==> src/rtl/audio_pkg.sv <==
// Shared audio definitions: player states, 32-bit I2S frame constants and the
// sample-to-frame-word formatter used by the sample player.
package audio_pkg;

  localparam int unsigned FRAME_W   = 32;
  localparam int unsigned SLOT_BITS = 32;
  localparam int unsigned SAMPLE_W  = 8;
  localparam int unsigned PAD_W     = 20;

  typedef enum logic [0:0] {
    IDLE = 1'b0,
    PLAY = 1'b1
  } player_state_e;

  // Left-justified word: guard zero, 3-bit sign extension, sample, zero padding.
  function automatic logic [FRAME_W-1:0] format_sample(input logic [SAMPLE_W-1:0] d);
    return {1'b0, {3{d[SAMPLE_W-1]}}, d, {PAD_W{1'b0}}};
  endfunction

endpackage

==> src/rtl/i2s_clkgen.sv <==
// Free-running I2S bit clock and word-select generator with a frame_tick
// marking the cycle whose closing edge raises lrclk.
module i2s_clkgen
  import audio_pkg::*;
#(
  parameter int SCLK_DIV = 8
) (
  input  logic clk,
  input  logic reset,
  output logic sclk,
  output logic lrclk,
  output logic frame_tick
);

  localparam logic [7:0] DIV_LAST = 8'(SCLK_DIV - 1);
  localparam logic [4:0] BIT_LAST = 5'(SLOT_BITS - 1);

  logic [7:0] div_cnt_r;
  logic [4:0] bit_cnt_r;
  logic       sclk_r;
  logic       lrclk_r;
  logic       half_s;
  logic       sclk_fall_s;
  logic       lr_toggle_s;

  assign half_s      = (div_cnt_r == DIV_LAST);
  assign sclk_fall_s = half_s & sclk_r;
  assign lr_toggle_s = sclk_fall_s & (bit_cnt_r == BIT_LAST);

  // Divider, sclk toggle and per-slot bit counter; lrclk flips on the 32nd sclk fall.
  always_ff @(posedge clk or posedge reset) begin
    if (reset) begin
      div_cnt_r <= 8'd0;
      bit_cnt_r <= 5'd0;
      sclk_r    <= 1'b0;
      lrclk_r   <= 1'b0;
    end else begin
      if (half_s) begin
        div_cnt_r <= 8'd0;
        sclk_r    <= ~sclk_r;
      end else begin
        div_cnt_r <= div_cnt_r + 8'd1;
      end
      if (sclk_fall_s) begin
        if (bit_cnt_r == BIT_LAST) begin
          bit_cnt_r <= 5'd0;
          lrclk_r   <= ~lrclk_r;
        end else begin
          bit_cnt_r <= bit_cnt_r + 5'd1;
        end
      end
    end
  end

  assign sclk       = sclk_r;
  assign lrclk      = lrclk_r;
  // Registered lrclk goes 0->1 at the edge closing this cycle.
  assign frame_tick = lr_toggle_s & ~lrclk_r;

endmodule

==> src/rtl/i2s_sample_player.sv <==
// Plays a clip of signed 8-bit ROM samples, one per I2S frame, presenting each
// as a formatted 32-bit word that stays stable for the whole frame.
module i2s_sample_player
  import audio_pkg::*;
#(
  parameter int SCLK_DIV   = 8,
  parameter int SAMPLE_LEN = 5336,
  parameter int ADDR_W     = 13
) (
  input  logic              clk,
  input  logic              reset,
  input  logic              trigger,
  output logic [ADDR_W-1:0] rom_addr,
  input  logic [7:0]        rom_data,
  output logic              sclk,
  output logic              lrclk,
  output logic [31:0]       sample_out,
  output logic              busy,
  output logic              done
);

  localparam logic [ADDR_W-1:0] LAST_ADDR = ADDR_W'(SAMPLE_LEN);
  localparam logic [ADDR_W-1:0] ADDR_ONE  = {{(ADDR_W-1){1'b0}}, 1'b1};
  localparam logic [ADDR_W-1:0] ADDR_ZERO = {ADDR_W{1'b0}};

  player_state_e     state_r;
  logic [ADDR_W-1:0] rom_addr_r;
  logic [31:0]       sample_r;
  logic              busy_r;
  logic              done_r;
  logic              frame_tick_s;

  i2s_clkgen #(
    .SCLK_DIV (SCLK_DIV)
  ) u_clkgen (
    .clk        (clk),
    .reset      (reset),
    .sclk       (sclk),
    .lrclk      (lrclk),
    .frame_tick (frame_tick_s)
  );

  // Playback FSM; trigger has priority and swallows a coincident frame_tick.
  always_ff @(posedge clk or posedge reset) begin
    if (reset) begin
      state_r    <= IDLE;
      rom_addr_r <= ADDR_ZERO;
      sample_r   <= 32'd0;
      busy_r     <= 1'b0;
      done_r     <= 1'b0;
    end else begin
      done_r <= 1'b0;
      if (trigger) begin
        state_r    <= PLAY;
        rom_addr_r <= ADDR_ZERO;
        sample_r   <= 32'd0;
        busy_r     <= 1'b1;
      end else if (frame_tick_s) begin
        case (state_r)
          PLAY: begin
            // An address at or past the clip length ends playback, so rom_addr never exceeds it.
            if (rom_addr_r >= LAST_ADDR) begin
              state_r    <= IDLE;
              rom_addr_r <= ADDR_ZERO;
              sample_r   <= 32'd0;
              busy_r     <= 1'b0;
              done_r     <= 1'b1;
            end else begin
              rom_addr_r <= rom_addr_r + ADDR_ONE;
              sample_r   <= format_sample(rom_data);
            end
          end
          IDLE: begin
            sample_r <= 32'd0;
            busy_r   <= 1'b0;
          end
          default: begin
            state_r    <= IDLE;
            rom_addr_r <= ADDR_ZERO;
            sample_r   <= 32'd0;
            busy_r     <= 1'b0;
          end
        endcase
      end
    end
  end

  assign rom_addr   = rom_addr_r;
  assign sample_out = sample_r;
  assign busy       = busy_r;
  assign done       = done_r;

endmodule

==> config.mk <==
export PLATFORM = sky130hd
export DESIGN_NAME = i2s_sample_player
export DESIGN_NICKNAME = d
export VERILOG_FILES = /design/src/rtl/audio_pkg.sv /design/src/rtl/i2s_clkgen.sv /design/src/rtl/i2s_sample_player.sv
export SDC_FILE = /design/constraint.sdc
export NUM_CORES = 1
export LEC_CHECK = 0
export ABC_AREA = 1
export CORE_ASPECT_RATIO = 1.1
export CORE_MARGIN = 2
export CORE_UTILIZATION = 49
export DETAILED_ROUTE_END_ITERATION = 8
export GPL_ROUTABILITY_DRIVEN = 0
export PLACE_DENSITY_LB_ADDON = 0.3
export SKIP_CTS_REPAIR_TIMING = 1
export SLEW_MARGIN = 15
export SYNTH_ARGS = -nofsm -noshare
export SYNTH_HDL_FRONTEND = slang
export SYNTH_SLANG_ARGS = --single-unit
==> constraint.sdc <==
create_clock -name clk -period 2.15 [get_ports clk]
set_clock_uncertainty 0.1 [all_clocks]
set_input_delay 0.215 -clock clk [delete_from_list [all_inputs] [get_ports clk]]
set_output_delay 0.215 -clock clk [all_outputs]
set_load 0.005 [all_outputs]
# After elaboration in Yosys (flattened, before gate mapping)

Cells that the tools add are included.
W data, S select, Z words.

Add/sub/neg operators: 3
Order comparisons: 1
Equality and inequality tests: 3
Mux-type cells: 22
Bitwise logic cells: 6
Reductions and logical operators: 5

Operator list:

| operator                | number |
|---|---|
| $mux W32                | 2 |
| $pmux W32 S2            | 1 |
| $mux W13                | 4 |
| $mux W31                | 1 |
| $add A13 B1 Y13 const B | 1 |
| $ge A13 B13 Y1 const B  | 1 |
| $mux W1                 | 11 |
| $add A8 B1 Y8 const B   | 1 |
| $eq A8 B3 Y1 const B    | 1 |
| $mux W8                 | 1 |
| $reduce_and A2 Y1       | 3 |
| $add A5 B1 Y5 const B   | 1 |
| $eq A5 B5 Y1 const B    | 1 |
| $mux W5                 | 1 |
| $reduce_bool A2 Y1      | 2 |
| $and A1 B1 Y1           | 3 |
| $ne A3 B2 Y1 const B    | 1 |
| $not A1 Y1              | 3 |
| $pmux W1 S2             | 1 |

Flip-flop bits (word level): 63
Logic and storage cells: 49

# Logic depth before layout (Yosys ltp)

Gate-level depths: netlist of run 1.

Depth in word-level cells: 6
Gate-level depth with buffers: 11
Depth with buffers taken out: 11

# Hierarchy

Synthesis of run 1 repeated with hierarchy kept, for this count alone.

Cells, all modules: 281
Area, all modules: 2273.4 µm²

Modules (own cells, without submodules):

| module            | times used | cells each | area an instance (µm²) |
|---|---|---|---|
| i2s_sample_player | 1          | 200        | 1521.5 |
| i2s_clkgen        | 1          | 81         | 752.0 |

# Least setup slack after synthesis of run 1

Ideal clock, no wire load.

Kind: register -> register
Start: register u_clkgen.bit_cnt_r[0]
End: register rom_addr_r[0] (netlist: rom_addr[0])
Arrival time: 1463 ps
Required time: 1932 ps
Path slack: 469 ps
Cell stages (with the launch flop): 11
Period minus slack after synthesis: 1681 ps
Cell sequence: dfrtp_1 ha_1 inv_1 nor3_1 ha_1 nand4_4 nand2_4 nand2_2 buf_6 nand2_1 nand2_1

Cells in the longest elaborated chain, start to end: 5

Ends and longest elaborated chain:

| item                                | RTL line                | text |
|---|---|---|
| start, declared                     | i2s_clkgen.sv:19        | `logic [4:0] bit_cnt_r;` |
| start signal, assigned              | i2s_clkgen.sv:49        | `bit_cnt_r <= bit_cnt_r + 5'd1;` |
| $eq A5 B5 Y1                        | i2s_clkgen.sv:28        | `assign lr_toggle_s = sclk_fall_s & (bit_cnt_r == BIT_LAST);` |
| $and A1 B1 Y1                       | i2s_clkgen.sv:28        |  |
| $and A1 B1 Y1                       | i2s_clkgen.sv:58        | `assign frame_tick = lr_toggle_s & ~lrclk_r;` |
| $reduce_bool A2 Y1 (no source line) | -                       |  |
| $reduce_and A2 Y1 (no source line)  | -                       |  |
| end signal, assigned                | i2s_sample_player.sv:69 | `rom_addr_r <= rom_addr_r + ADDR_ONE;` |
| end, declared                       | i2s_sample_player.sv:27 | `logic [ADDR_W-1:0] rom_addr_r;` |

No other way between the ends.
A chain may end at the register's enable or synchronous reset.

# Final worst setup path of run 1

Start: register u_clkgen.bit_cnt_r[1]
End: register rom_addr_r[3] (netlist: rom_addr[3])

Same word-level chain as after synthesis.

==> results of run 1 <==
[area by class of cell]
cell class                      count  area share, %
Tap cell                           54           2.52
Clock buffer                        6           2.71
Multi-Input combinational cell    208           37.6
Sequential cell                    39           36.4
Timing Repair Buffer               39           14.5
Inverter                           42           5.88
Clock inverter                      2          0.466
[layer usage]
| metal | wire [um] | share of wire [%] |
|---|---|---|
| met5 | 0 | 0 |
| met4 | 21 | 0.49 |
| met3 | 255 | 5.9 |
| met2 | 2100 | 49 |
| met1 | 1920 | 45 |
[report_power, final]
part           internal (uW)  total [uW]  switching [uW]
sequential               745         752            7.30
combinational           51.4         106            54.4
clock                    227         483             256
total                   1020        1340             317
[cells in the final DEF (no fill, tap or decap), drive strengths merged]
cell and n:
nand2 102, dfrtp 39, ha 5, clkbuf 6, mux2 2, inv 42
nor3b 2, clkinv 1, nor2 28, o22ai 1, buf 1, clkinvlp 1
nand3 9, nor3 5, or2 1, nand3b 2, xor2 9, and3 1
a21oi 5, o21ai 14, nand4 1, clkdlybuf4s50 38, conb 21
[state kept, by name, indices dropped and copies added (netlist names)]
signal	count
busy	1
done	1
rom_addr	13
sample_out	8
state_r	1
u_clkgen.bit_cnt_r	5
u_clkgen.div_cnt_r	8
u_clkgen.lrclk	1
u_clkgen.sclk	1
[worst paths after layout]
| kind | end | start | slack (ns) |
|---|---|---|---|
| setup / recovery | rom_addr[3] | u_clkgen.bit_cnt_r[1] | 0.30 |
| hold / removal | done | reset | 0.26 |
| setup reg to reg | rom_addr[3] | u_clkgen.bit_cnt_r[1] | 0.30 |
| hold reg to reg | u_clkgen.div_cnt_r[0] | u_clkgen.div_cnt_r[0] | 0.37 |
| max in group asynchronous | rom_addr[6] | reset | 1.36 |
| min in group clk | u_clkgen.div_cnt_r[0] | u_clkgen.div_cnt_r[0] | 0.37 |
[cells by family after synthesis]
| family | synth area share [%] |
|---|---|
| other | 0.165 |
| adder cells (fa/ha/maj) | 2.76 |
| multiplexers | 0.993 |
| XOR/XNOR | 3.48 |
| flip-flops | 43.0 |
| buffers and inverters | 15.8 |
| AND/OR/NAND/NOR | 29.3 |
| AO/OA/AOI/OAI | 4.47 |
[per-stage QoR]
stage | hold WS (ns) | instance area (um^2) | total power, uW
floorplan | 0.259 | 2340 | 846
global placement | 0.336 | 2600 | 872
detailed placement | 0.351 | 2600 | 874
CTS | 0.287 | 2680 | 1360
global route | 0.328 | 2680 | 1410
finish | 0.262 | 2680 | 1340
[worst min-delay path, stage by stage]
cell and delay (ns):
clkdlybuf4s50_1 0.40, inv_1 0.06, buf_4 0.42
==> impl_metrics.yaml, run 1 <==
grt:
  grt_start_max_net_pins: 40
  grt_use_met3_pct: 4.58
  grt_overflow: 0
  grt_use_met1_pct: 22.4
  gr-usage-met2_pct: 31.2
  grt_pass1_wl_um: 7010
  grt_pass1_vias: 1624
  busiest_layer: "met2"
  grt_usage_pct: 17.9
  grt_antenna_before_repair: 0
clock_tree:
  ctsLongestPathBuffers: 2
  cts_root_buffer: "clkbuf_8"
  worstSkewPairLatency_ns: 0.28
  cts_sinks: 39
  htreeDepth: 2
  clkTransAtPathRegs_ns: 0.08
  cts_tree: "built"
  cts_buffers: 5
timing:
  setup_ws_ns: 0.299
  setup_viol: 0
  setup_tns_ns: 0
  fmax_mhz: 540
  grt_setup_unrepaired: "false"
  finalHoldViolations: 0
  final.period_utilization_pct: 86.1
  slew_violations: 0
  min_period_ns: 1.85
setup_path:
  cp_slowest_cell: "dfrtp_1"
  worstPathMaxFanout: 13
  cp_top_family: "simple AND/OR/NAND/NOR gates"
  worstPathCellList: "ha_1 -> inv_1 -> nor3_1 -> ha_1 -> nand4_4 -> nand2_4 -> nand2_2 -> nand2_1 -> nand2_1"
  worstPathArrival_ns: 1.93
  critical_path.startpoint_type: "register"
  critPathKind: "reg -> reg"
  slowest_delay_ns: 0.38
  worstSetupEndpointType: "register"
  worst-path-buf-inv: 1
  critPathRequiredTime_ns: 2.23
  worst-r2r-cell-count: 9
  path_depth: 9
place:
  place_ws_ns: 0.280
  hpwl_um: 3220
  port_buffers: 38
  place_inst: 382
power:
  powerDensity_nw_per_um2: 500
  power_leakage_uw: 0.00144
  ir_drop_v: 0.000232
cells_and_area:
  fin_cells: 390
  drive_above_1_share_pct: 5.95
  nNetsFinal: 351
  n_fill_cell: 407
  fin_util_pct: 61.3
  area_delta_synth_final_pct: 18.3
  n_antenna_cell: 0
  multi_input_area_um2: 1010
  seqCellArea_um2: 976
logic_synthesis:
  netlist_area_um2: 2270
  ys.flop_type: "dfrtp_1"
  yosys.area.top_type: "dfrtp_1"
  async_flop_share_pct: 100
  avgSynthCellArea_um2: 7.66
  ys_top_cells_by_area: "dfrtp_1 43%, nand2_1 16%, buf_4 7.9%"
  yosys_warnings: 0
  ys_ff_latch: 39
  yosysTopAreaCellShare_pct: 43.0
  synth_cell_types: 27
  syn_inst: 296
  synth_most_common_cell: "nand2_1"
  synth_common_cells: "98 x nand2_1, 42 x inv_1, 39 x dfrtp_1, 25 x nor2_1, 24 x buf_4"
  synth-edff-count: 0
  ys_seq_area_share_pct: 43.0
die:
  rows: 25
  start_util_pct: 51.8
  dieArea_um2: 5190
  core-area_um2: 4380
  die_h_um: 75.3
  pin_count: 60
  dieWidth_um: 68.9
drt:
  vias_per_cell: 4.60
  vias: 1793
  drcViolationCount: 0
  drtIter0Drc: 79
  drtAntennaViolNets: 0
  wirelength_um: 4300
  firstDrtPassIters: 4
  wl_per_cell_um: 11.0
hold_path:
  hold_class: "in -> async"
flow_run:
  max_cap_violations: 0
outcome:
  outcome: "complete, no violations"
Note: power is estimated with default switching activity, not from simulation.
==> run 2: changes to the inputs <==
--- a/config.mk
+++ b/config.mk
@@ -8,7 +8,8 @@
 export ABC_AREA = 1
 export CORE_ASPECT_RATIO = 1.1
 export CORE_MARGIN = 2
-export CORE_UTILIZATION = 49
+export CORE_UTILIZATION = 50
+export CTS_BUF_LIST = sky130_fd_sc_hd__clkbuf_4
 export DETAILED_ROUTE_END_ITERATION = 8
 export GPL_ROUTABILITY_DRIVEN = 0
 export PLACE_DENSITY_LB_ADDON = 0.3
==> run 2 against run 1 <==
Effect of this change: global-route usage increased by 0.059 points; non-clock buffer count increased by 1; cell count increased by 0.26%; flip-flop and latch count unchanged; critical path depth unchanged; count of clock-buffer cells in the layout decreased by 1; largest cell class unchanged; largest power group unchanged.
==> impl_metrics.yaml, run 2 (same netlist as run 1, synthesis figures left out) <==
outcome:
  outcome: "complete, no violations"
timing:
  min_period_ns: 1.84
  setup_tns_ns: 0
  finalHoldViolations: 0
  fmax_mhz: 544
  slew_violations: 0
  grt_setup_unrepaired: "false"
  final.period_utilization_pct: 85.5
  setup_viol: 0
cells_and_area:
  stdcell_area_um2: 2660
  n_antenna_cell: 0
  layout_common_cells: "98 x nand2_1, 42 x inv_1, 39 x dfrtp_1, 38 x clkdlybuf4s50_1, 25 x nor2_1"
  layout_commonest_cell: "nand2_1"
  nNetsFinal: 352
  drive_above_1_share_pct: 6.53
  largest_reg_flops: 13
  fin_util_pct: 61.6
  area_delta_synth_final_pct: 17.2
  n_fill_cell: 420
clock_tree:
  cts_root_buffer: "clkbuf_4"
  cts_sinks: 39
  cts_tree: "built"
  htreeDepth: 2
  clkTransAtPathRegs_ns: 0.12
  worstSkewPairLatency_ns: 0.35
  ctsLongestPathBuffers: 2
  cts_buffers: 5
die:
  pin_count: 60
  rows: 25
  start_util_pct: 52.5
  dieWidth_um: 68.2
  die_h_um: 74.6
  dieArea_um2: 5090
  core-area_um2: 4320
grt:
  grt_pass1_vias: 1631
  grt_antenna_before_repair: 0
  grt_usage_pct: 18.0
  grt_start_max_net_pins: 40
  grt_overflow: 0
  grt_pass1_wl_um: 6840
drt:
  drcViolationCount: 0
  drtIter0Drc: 54
  drtAntennaViolNets: 0
  firstDrtPassIters: 4
  vias: 1786
  wl_per_cell_um: 10.5
  wirelength_um: 4100
  vias_per_cell: 4.57
setup_path:
  slowest_delay_ns: 0.39
  critPathKind: "reg -> reg"
  critical_path.startpoint_type: "register"
  worstPathArrival_ns: 1.98
  worstSetupEndpointType: "register"
  critPathRequiredTime_ns: 2.29
  cp_top_family: "simple AND/OR/NAND/NOR gates"
  worst-path-buf-inv: 1
  worstPathCellList: "ha_1 -> inv_1 -> nor3_1 -> ha_1 -> nand4_4 -> nand2_4 -> nand2_2 -> nand2_1 -> nand2_1"
  worstPathMaxFanout: 13
  cp_slowest_cell: "dfrtp_1"
power:
  ir_drop_v: 0.000299
  power_leakage_uw: 0.00144
  powerDensity_nw_per_um2: 460
place:
  dpl-instance-area_um2: 2610
  port_buffers: 38
  hpwl_um: 3050
flow_run:
  max_cap_violations: 0
hold_path:
  hold_class: "in -> async"
run 2: through the flow:
| stage | hold WS [ns] | setup slack, ns | std cells | power, uW |
|---|---|---|---|---|
| 3_3_place_gp | 0.338 | 0.345 | 383 | 874 |
| 5_1_grt | 0.242 | 0.0966 | 391 | 1290 |
| 3_5_place_dp | 0.344 | 0.293 | 383 | 875 |
| 2_1_floorplan | 0.259 | 0.469 | 316 | 846 |
| 6_report | 0.174 | 0.311 | 391 | 1220 |
| 4_1_cts | 0.186 | 0.279 | 391 | 1240 |
run 2: metal layers:
metal	share of wire, %	vias to the layer above	GRT usage, %	wire length [um]
met5	0	-	0	0
met2	47	43	30.0	1940
met3	4.9	7	3.29	202
met1	46	799	22.3	1880
met4	2.0	0	8.89	80
li1	-	937	-	-
run 2: area by class of cell:
cell class	instances	area, um^2	area share [%]
Clock inverter	3	15.0	0.565
Sequential cell	39	976	36.7
Clock buffer	5	37.5	1.41
Timing Repair Buffer	40	395	14.9
Tap cell	54	67.6	2.54
Inverter	42	158	5.93
Multi-Input combinational cell	208	1010	37.9
run 2: worst min-delay path, stage by stage:
cell and delay (ns):
clkdlybuf4s50_1 0.39, inv_1 0.05, buf_4 0.42
run 2: report_power, final:
group / total (uW) / internal, uW / switching [uW]
logic: 107 / 52.6 / 54.4
clock network: 363 / 122 / 241
registers: 752 / 745 / 6.70
run 2: final timing paths:
check	startpoint	end	slack (ns)	cells past startpoint
max	u_clkgen.bit_cnt_r[0]	rom_addr[9]	0.31	9
min	reset	u_clkgen.bit_cnt_r[4]	0.17	3
max in group asynchronous	reset	rom_addr[11]	1.43	3
min in group clk	rom_data[6]	sample_out[26]	0.32	3
max reg2reg	u_clkgen.bit_cnt_r[0]	rom_addr[9]	0.31	9
min reg2reg	u_clkgen.div_cnt_r[0]	u_clkgen.div_cnt_r[0]	0.36	1
